==> src/rtl/imem_loader_pkg.sv <==
// Shared definitions for the instruction-memory loader.
// State encoding and stream header size.
package imem_loader_pkg;

    typedef enum logic [2:0] {
        ST_IDLE,
        ST_LEN_HI,
        ST_LEN_LO,
        ST_DATA,
        ST_CSUM,
        ST_DONE,
        ST_ERROR
    } state_e;

    // Word-count header length in bytes.
    localparam int HDR_LEN = 2;

    // States in which the loader consumes stream bytes.
    function automatic logic takes_bytes(input state_e s);
        return (s == ST_LEN_HI) || (s == ST_LEN_LO) ||
               (s == ST_DATA)   || (s == ST_CSUM);
    endfunction

endpackage

==> src/rtl/loader_csum.sv <==
// Running XOR checksum register with synchronous clear and enable.
// Ports: clk, rst_n, clr, en, din[7:0] in; csum[7:0] out.
module loader_csum (
    input  logic       clk,
    input  logic       rst_n,
    input  logic       clr,
    input  logic       en,
    input  logic [7:0] din,
    output logic [7:0] csum
);

    logic [7:0] csum_q;
    logic [7:0] csum_d;

    always_comb begin
        csum_d = csum_q;
        if (clr) begin
            csum_d = '0;
        end else if (en) begin
            csum_d = csum_q ^ din;
        end
    end

    always_ff @(posedge clk or negedge rst_n) begin
        if (!rst_n) begin
            csum_q <= '0;
        end else begin
            csum_q <= csum_d;
        end
    end

    assign csum = csum_q;

endmodule

==> src/rtl/imem_loader.sv <==
// Byte-stream writer for imem: header N, 4N data bytes, XOR checksum.
// Ports: start/in_data/in_valid in, in_ready out; mem_we/addr/wdata write
// port; cpu_hold, done, error status.
module imem_loader
    import imem_loader_pkg::*;
#(
    parameter int ADDR_W    = 10,
    parameter int BASE_ADDR = 0
) (
    input  logic              clk,
    input  logic              rst_n,
    input  logic              start,
    input  logic [7:0]        in_data,
    input  logic              in_valid,
    output logic              in_ready,
    output logic              mem_we,
    output logic [ADDR_W-1:0] mem_addr,
    output logic [7:0]        mem_wdata,
    output logic              cpu_hold,
    output logic              done,
    output logic              error
);

    localparam int NW        = 8 * HDR_LEN;
    localparam int CW        = ADDR_W + 1;
    localparam int MAX_WORDS = (1 << (ADDR_W - 2)) - BASE_ADDR / 4;

    state_e              state_q, state_d;
    logic [NW-1:0]       n_q, n_d;
    logic [CW-1:0]       cnt_q, cnt_d;
    logic                in_ready_q, in_ready_d;
    logic                mem_we_q, mem_we_d;
    logic [ADDR_W-1:0]   mem_addr_q, mem_addr_d;
    logic [7:0]          mem_wdata_q, mem_wdata_d;
    logic                cpu_hold_q, cpu_hold_d;
    logic                done_q, done_d;
    logic                error_q, error_d;

    logic                accept;
    logic                csum_clr;
    logic                csum_en;
    logic [7:0]          csum;
    logic [NW-1:0]       n_full;
    logic                oversize;
    logic                last_byte;

    assign accept   = in_valid & in_ready_q;
    assign n_full   = {n_q[NW-1:8], in_data};
    assign oversize = {1'b0, n_full} > (NW+1)'(MAX_WORDS);
    // Byte index 4N-1 closes the data phase.
    assign last_byte = (NW+2)'(cnt_q) == ({n_q, 2'b00} - (NW+2)'(1));

    loader_csum u_csum (
        .clk   (clk),
        .rst_n (rst_n),
        .clr   (csum_clr),
        .en    (csum_en),
        .din   (in_data),
        .csum  (csum)
    );

    always_comb begin
        state_d     = state_q;
        n_d         = n_q;
        cnt_d       = cnt_q;
        mem_we_d    = 1'b0;
        mem_addr_d  = mem_addr_q;
        mem_wdata_d = mem_wdata_q;
        csum_clr    = 1'b0;
        csum_en     = 1'b0;
        unique case (state_q)
            ST_IDLE, ST_DONE, ST_ERROR: begin
                if (start) begin
                    state_d  = ST_LEN_HI;
                    cnt_d    = '0;
                    csum_clr = 1'b1;
                end
            end
            ST_LEN_HI: begin
                if (accept) begin
                    n_d[NW-1:8] = in_data;
                    state_d     = ST_LEN_LO;
                end
            end
            ST_LEN_LO: begin
                if (accept) begin
                    n_d[7:0] = in_data;
                    if (oversize) begin
                        state_d = ST_ERROR;
                    end else if (n_full == '0) begin
                        state_d = ST_CSUM;
                    end else begin
                        state_d = ST_DATA;
                    end
                end
            end
            ST_DATA: begin
                if (accept) begin
                    mem_we_d    = 1'b1;
                    mem_addr_d  = ADDR_W'(BASE_ADDR) + cnt_q[ADDR_W-1:0];
                    mem_wdata_d = in_data;
                    csum_en     = 1'b1;
                    cnt_d       = cnt_q + CW'(1);
                    if (last_byte) begin
                        state_d = ST_CSUM;
                    end
                end
            end
            ST_CSUM: begin
                if (accept) begin
                    state_d = (in_data == csum) ? ST_DONE : ST_ERROR;
                end
            end
            default: state_d = ST_IDLE;
        endcase
        // Status flags are registered views of the next state.
        in_ready_d = takes_bytes(state_d);
        done_d     = (state_d == ST_DONE);
        error_d    = (state_d == ST_ERROR);
        cpu_hold_d = !done_d;
    end

    always_ff @(posedge clk or negedge rst_n) begin
        if (!rst_n) begin
            state_q     <= ST_IDLE;
            n_q         <= '0;
            cnt_q       <= '0;
            in_ready_q  <= 1'b0;
            mem_we_q    <= 1'b0;
            mem_addr_q  <= '0;
            mem_wdata_q <= '0;
            cpu_hold_q  <= 1'b1;
            done_q      <= 1'b0;
            error_q     <= 1'b0;
        end else begin
            state_q     <= state_d;
            n_q         <= n_d;
            cnt_q       <= cnt_d;
            in_ready_q  <= in_ready_d;
            mem_we_q    <= mem_we_d;
            mem_addr_q  <= mem_addr_d;
            mem_wdata_q <= mem_wdata_d;
            cpu_hold_q  <= cpu_hold_d;
            done_q      <= done_d;
            error_q     <= error_d;
        end
    end

    assign in_ready  = in_ready_q;
    assign mem_we    = mem_we_q;
    assign mem_addr  = mem_addr_q;
    assign mem_wdata = mem_wdata_q;
    assign cpu_hold  = cpu_hold_q;
    assign done      = done_q;
    assign error     = error_q;

endmodule

==> config.mk <==
export PLATFORM = sky130hd
export DESIGN_NAME = imem_loader
export DESIGN_NICKNAME = d
export VERILOG_FILES = /design/src/rtl/imem_loader_pkg.sv /design/src/rtl/loader_csum.sv /design/src/rtl/imem_loader.sv
export SDC_FILE = /design/constraint.sdc
export NUM_CORES = 1
export LEC_CHECK = 0
export CORE_MARGIN = 2
export CORE_UTILIZATION = 25
export DETAILED_ROUTE_END_ITERATION = 12
export GPL_ROUTABILITY_DRIVEN = 1
export HOLD_SLACK_MARGIN = 0.15
export PLACE_DENSITY = 0.41
export SYNTH_ARGS = -nofsm -noshare
export SYNTH_HDL_FRONTEND = slang
export SYNTH_SLANG_ARGS = --single-unit
==> constraint.sdc <==
create_clock -name clk -period 2.3 [get_ports clk]
set_input_delay 0.46 -clock clk [delete_from_list [all_inputs] [get_ports clk]]
set_output_delay 0.46 -clock clk [all_outputs]
set_load 0.03 [all_outputs]
Yosys cells after proc, flatten, opt, wreduce, memory -nomap -nowiden
Cells that the tools add are included.
Widths: inputs -> output; s select.
{"block": "word_totals", "reg_bits": 61, "inputBits": 12, "output_inout_bits": 23, "wordCells": 65}
{"block": "classes", "add_sub_neg": 2, "order_cmp": 1, "eq_ne": 16, "mux": 19, "bitwise_logic": 2, "n_reduce_logical": 13}
{"cell": "$mux 3", "n": 8}
{"cell": "$mux 11", "n": 2}
{"cell": "$pmux 11 s2", "n": 1}
{"cell": "$eq 11x18->1", "n": 1}
{"cell": "$eq 3x3->1 const B", "n": 6}
{"cell": "$sub 18x1->18 const B", "n": 1}
{"cell": "$gt 16x9->1 const B", "n": 1}
{"cell": "$logic_not 16->1", "n": 1}
{"cell": "$mux 8", "n": 2}
{"cell": "$pmux 3 s5", "n": 1}
{"cell": "$eq 3x2->1 const B", "n": 4}
{"cell": "$add 11x1->11 const B", "n": 1}
{"cell": "$eq 8x8->1", "n": 1}
{"cell": "$xor 8x8->8", "n": 1}
{"cell": "$eq 3x1->1 const B", "n": 2}
{"cell": "$reduce_and 2->1", "n": 3}
{"cell": "$mux 1", "n": 4}
{"cell": "$ne 2x2->1 const B", "n": 2}
{"cell": "$reduce_bool 2->1", "n": 2}
{"cell": "$logic_not 3->1", "n": 1}
{"cell": "$logic_or 1x1->1", "n": 3}
{"cell": "$reduce_and 3->1", "n": 1}
{"cell": "$reduce_or 3->1", "n": 1}
{"cell": "$mux 2", "n": 1}
{"cell": "other kinds (2)", "n": 2}

Longest topological paths before layout
{"block": "depth", "ltp_word": 9, "ltp_mapped": 9, "mapped_depth_nobuf": 8}

By module
From an unflattened synthesis, not the netlist that was laid out.
{"block": "hier_totals", "cells_unflattened": 302, "area_unflattened_um2": 3269.4}
{"module": "imem_loader", "n_inst": 1, "cells_each": 267, "area_per_inst_um2": 2862.7, "seq_area_each_um2": 1327.5}
{"module": "loader_csum", "n_inst": 1, "cells_each": 35, "area_per_inst_um2": 406.6, "seq_area_each_um2": 200.2}

Worst setup path after synthesis
OpenSTA, ideal clock, no wires.
{"block": "synth_timing", "path_type": "flip-flop to flip-flop", "start": "reg n_q[0]", "end": "reg cpu_hold_q, in the netlist cpu_hold", "setup_ns": 0.082, "arrival_ns": 2.345, "required_time_ns": 2.218, "slack_ns": -0.127, "stages_incl_launch_ff": 9, "n_path_buf": 0, "period_less_slack_ns": 2.427, "cell_sequence": "dfrtp_1 -> inv_1 -> ha_1 -> nor3b_1 -> a21oi_1 -> or4_1 -> a2111oi_4 -> a31oi_1 -> or2_1"}
{"block": "synth_between", "elab_chain_len": 7}
{"item": "from (decl)", "line": "imem_loader.sv:29", "text": "logic [NW-1:0] n_q, n_d;"}
{"item": "from (signal assigned)", "line": "imem_loader.sv:137", "text": "n_q <= n_d;"}
{"item": "$sub 18x1->18", "line": "imem_loader.sv:51", "text": "assign last_byte = (NW+2)'(cnt_q) == ({n_q, 2'b00} - (NW+2)'(1));"}
{"item": "$eq 11x18->1", "line": "imem_loader.sv:51"}
{"item": "$mux 3", "line": "imem_loader.sv:104", "text": "if (last_byte) begin"}
{"item": "$mux 3", "line": "imem_loader.sv:98", "text": "if (accept) begin"}
{"item": "$pmux 3 s5", "line": "imem_loader.sv:71", "text": "unique case (state_q)"}
{"item": "$eq 3x3->1", "line": "imem_loader.sv:118", "text": "done_d = (state_d == ST_DONE);"}
{"item": "$logic_not 1->1", "line": "imem_loader.sv:120", "text": "cpu_hold_d = !done_d;"}
{"item": "via cpu_hold_d", "line": "imem_loader.sv:35", "text": "logic cpu_hold_q, cpu_hold_d;"}
{"item": "to (signal assigned)", "line": "imem_loader.sv:143", "text": "cpu_hold_q <= cpu_hold_d;"}
{"item": "to (decl)", "line": "imem_loader.sv:35"}
The timed path passes the listed nets, and every way through them passes these cells.
A chain may end at the register's enable or synchronous reset.

Worst setup path after layout
{"block": "layout_timing", "start": "reg n_q[1]", "end": "reg cpu_hold_q, in the netlist cpu_hold"}
The elaborated chain is that of the path after synthesis.

==> impl_metrics.env <==
export IMPL_cts_tree="done"
export IMPL_yosys_area_share_adder=0.00803
export IMPL_crit_end="cpu_hold"
export IMPL_path_clk_slew_ps=50
export IMPL_postRouteAntennaNets=0
export IMPL_final_area_um2=4460
export IMPL_vdd_drop_max_mv=0.433
export IMPL_synthXorXnorAreaFrac=0.0984
export IMPL_ios=35
export IMPL_fp_coreArea_um2=12100
export IMPL_multiInputGateArea_um2=1570
export IMPL_powerDensity_nw_per_um2=1290
export IMPL_rsz0062_at_grt="yes"
export IMPL_ys_flop_type="dfrtp_1"
export IMPL_setup_viol=1
export IMPL_synth_mux_area_frac=0.0317
export IMPL_die_w_um=116
export IMPL_cts_max_path_buffers=2
export IMPL_row_count=40
export IMPL_layout_setup_ws_ps=-6.60
export IMPL_endpoint_kind="register"
export IMPL_yosys_area_share_simple=0.261
export IMPL_gp_congestion=0.843
export IMPL_leakage_uw=0.00202
export IMPL_failed_checks="negative setup slack"
export IMPL_die_h_um=116
export IMPL_status="complete, but fails checks"
export IMPL_post_route_period_util=1.00
export IMPL_synth_avg_cell_area_um2=9.22
export IMPL_initial_core_util=0.257
export IMPL_die_area_um2=13400
export IMPL_worstReg2RegStart="n_q[1]"
export IMPL_finalNonFillerCells=604
export IMPL_drtIter0Drc=105
export IMPL_dp_final_hpwl_um=6600
export IMPL_n_fill_cell=1287
export IMPL_antenna_found_initial=0
export IMPL_grt_total_usage=0.147
export IMPL_wl_met1_um=4680
export IMPL_synth_edff_count=0
export IMPL_arrival_ps=2570
export IMPL_syn_to_final_growth_pct=43.2
export IMPL_dp_cells=585
export IMPL_fmax_ghz=0.434
export IMPL_finalClockSkew_ps=4.01
export IMPL_fin_hold_ws_ps=473
export IMPL_drt_total_wl_um=9070
export IMPL_cts_root_buf="clkbuf_16"
export IMPL_vias=2692
export IMPL_synth_seq_cells=61
export IMPL_startpoint="n_q[1]"
export IMPL_slew_headroom=0.669
export IMPL_htreeDepth=3
export IMPL_crit_path_max_fanout=4
export IMPL_numPortBuffers=34
export IMPL_synth_top_family_by_area="simple AND/OR/NAND/NOR gates"
export IMPL_slew_violations=0
export IMPL_crit_type="reg2reg"
export IMPL_ff2ff_setup_slack_ps=-7
export IMPL_yosys_warnings=0
export IMPL_critical_path_required_ps=2560
export IMPL_ys_types=48
export IMPL_grt_pass1_wl_um=14800
export IMPL_drv_cap=0
export IMPL_drive_above_1_share=0.234
export IMPL_synthArstFlopShare=1.00
export IMPL_routed_via_density=4.46
export IMPL_synth_yosys_seq_area_share=0.490
export IMPL_syn_instance_count=338
export IMPL_max_slew_worst_pin_slew_ps=496
export IMPL_register_area_um2=1530
export IMPL_syn_nets=352
export IMPL_drc=0
export IMPL_numClockSinks=61
export IMPL_r2r_cells=5
export IMPL_highest_layer="met4"
export IMPL_hold_path_class="reg2reg"
export IMPL_hold_viol_final=0
export IMPL_drt_wirelength_per_cell_um=15.0
export IMPL_antenna_cells=0
export IMPL_rr_endpoint="cpu_hold"
export IMPL_clk_latency_ps=330
export IMPL_firstDrtPassIters=4
export IMPL_grt_pass1_vias=2815
export IMPL_cts_made_buffers=9
export IMPL_power_total_uw=5750
export IMPL_grt_max_degree=62
export IMPL_gr_total_overflow=0
export IMPL_fin_nets=445
export IMPL_met3_length_um=272
export IMPL_min_period_ps=2310
export IMPL_synth_area_um2=3120
export IMPL_synth_compound_area_frac=0.0811
export IMPL_place_area_um2=4080
export IMPL_crit_path_start_kind="register"
export IMPL_route_met2_wl_um=3960
[per-stage QoR]
step / TNS [ps] / utilization / setup slack [ps]
after floorplan: 0 / - / 11.2
after global placement: -1240 / 0.337 / -172
after detailed placement: -1370 / 0.337 / -192
after CTS: -34.1 / 0.368 / -34.1
after global routing: -225 / 0.368 / -110
final: -6.60 / 0.368 / -6.60
[power breakdown]
part,switching (uW),internal (uW)
sequential,277,1450
combinational,1390,1240
clock,510,897
[worst max-delay path: stages (launching register included)]
cell       delay [ps]
dfrtp_1           400
or4_4             550
or4_4             510
a2111oi_4         370
a31oi_2           170
or2_1             230
[cell usage after synthesis, types with 3 or more instances]
master | n | area [um^2]
inv_1 | 8 | 30.0
or3_1 | 3 | 18.8
nor2_1 | 28 | 105
or4_1 | 4 | 30.0
nand2b_1 | 3 | 18.8
clkbuf_1 | 12 | 45.0
nand3b_1 | 4 | 30.0
nand3_1 | 8 | 40.0
and3_1 | 4 | 25.0
nand4_1 | 4 | 25.0
nand4b_1 | 4 | 35.0
xnor2_1 | 17 | 149
xor2_1 | 18 | 158
nand2_1 | 86 | 323
o21ai_0 | 14 | 70.1
dfrtp_1 | 60 | 1500
mux2_2 | 7 | 78.8
a21oi_1 | 5 | 25.0
nor3b_1 | 3 | 22.5
nor4_1 | 8 | 50.1
nor3_1 | 7 | 35.0
[registers in the layout, indices dropped and copies added, names as in the netlist]
signal / cells
cnt_q: 11
n_q: 16
mem_we: 1
done: 1
mem_addr: 10
u_csum.csum: 8
mem_wdata: 8
in_ready: 1
error: 1
state_q: 3
cpu_hold: 1
[how the worst min path moves through the flow]
stage | start | end | slack (ps) | cells past startpoint
CTS | mem_addr[4] | mem_addr[4] | 480 | 2
finish | mem_addr[5] | mem_addr[5] | 470 | 2
detailed placement | mem_wdata[3] | mem_wdata[3] | 460 | 2
floorplan | rst_n | cnt_q[0] | 160 | 0
global placement | mem_wdata[6] | mem_wdata[6] | 460 | 2
global route | mem_addr[4] | mem_addr[4] | 500 | 2
[cell usage in the layout, fill, tap and decap left out, drive strengths merged, types with 2 or more instances in the layout]
cell type and instances:
a21oi 5, and2 2, and3 4, buf 62, clkbuf 11, clkdlybuf4s50 33, clkinv 2, clkinvlp 2
dfrtp 60, ha 2, inv 8, mux2 7, mux2i 2, nand2 86, nand2b 3, nand3 8
nand3b 4, nand4 4, nand4b 4, nor2 28, nor3 7, nor3b 3, nor4 8, o21ai 14
or3 3, or4 6, xnor2 17, xor2 18
[cells by family (layout without fill, tap and decap cells)]
logic type,count (synthesis),after routing
AOI/OAI and AO/OA,36,36
xor gates and xnor gates,35,35
adders and majority gates,2,2
buffers and inverters,22,120
DFF,61,61
muxes,9,9
and+or+nand+nor,173,173
[per-layer routing]
metal	global-route usage	vias to the layer above
met4	0.0548	0
li1	-	1344
met5	0	-
met1	0.216	1294
met3	0.0262	9
met2	0.216	45
[final cells by class]
| class | count | area share |
|---|---|---|
| clock buffers | 11 | 0.0566 |
| multi-input cells | 255 | 0.351 |
| well taps | 168 | 0.0471 |
| inverters | 8 | 0.00673 |
| flip-flops and latches | 61 | 0.342 |
| clock inverters | 5 | 0.0132 |
| repair buffers | 96 | 0.183 |
[what timing repair did]
action / in CTS / in global routing
buffers inserted: 2 / 0
endpoints found under the hold margin: 7 / 0
setup endpoints to repair: 6 / 8
hold buffers: 1 / 0
resized for setup: 9 / 2
pin swaps: 7 / 5
Power figures use the tool's default switching activity.
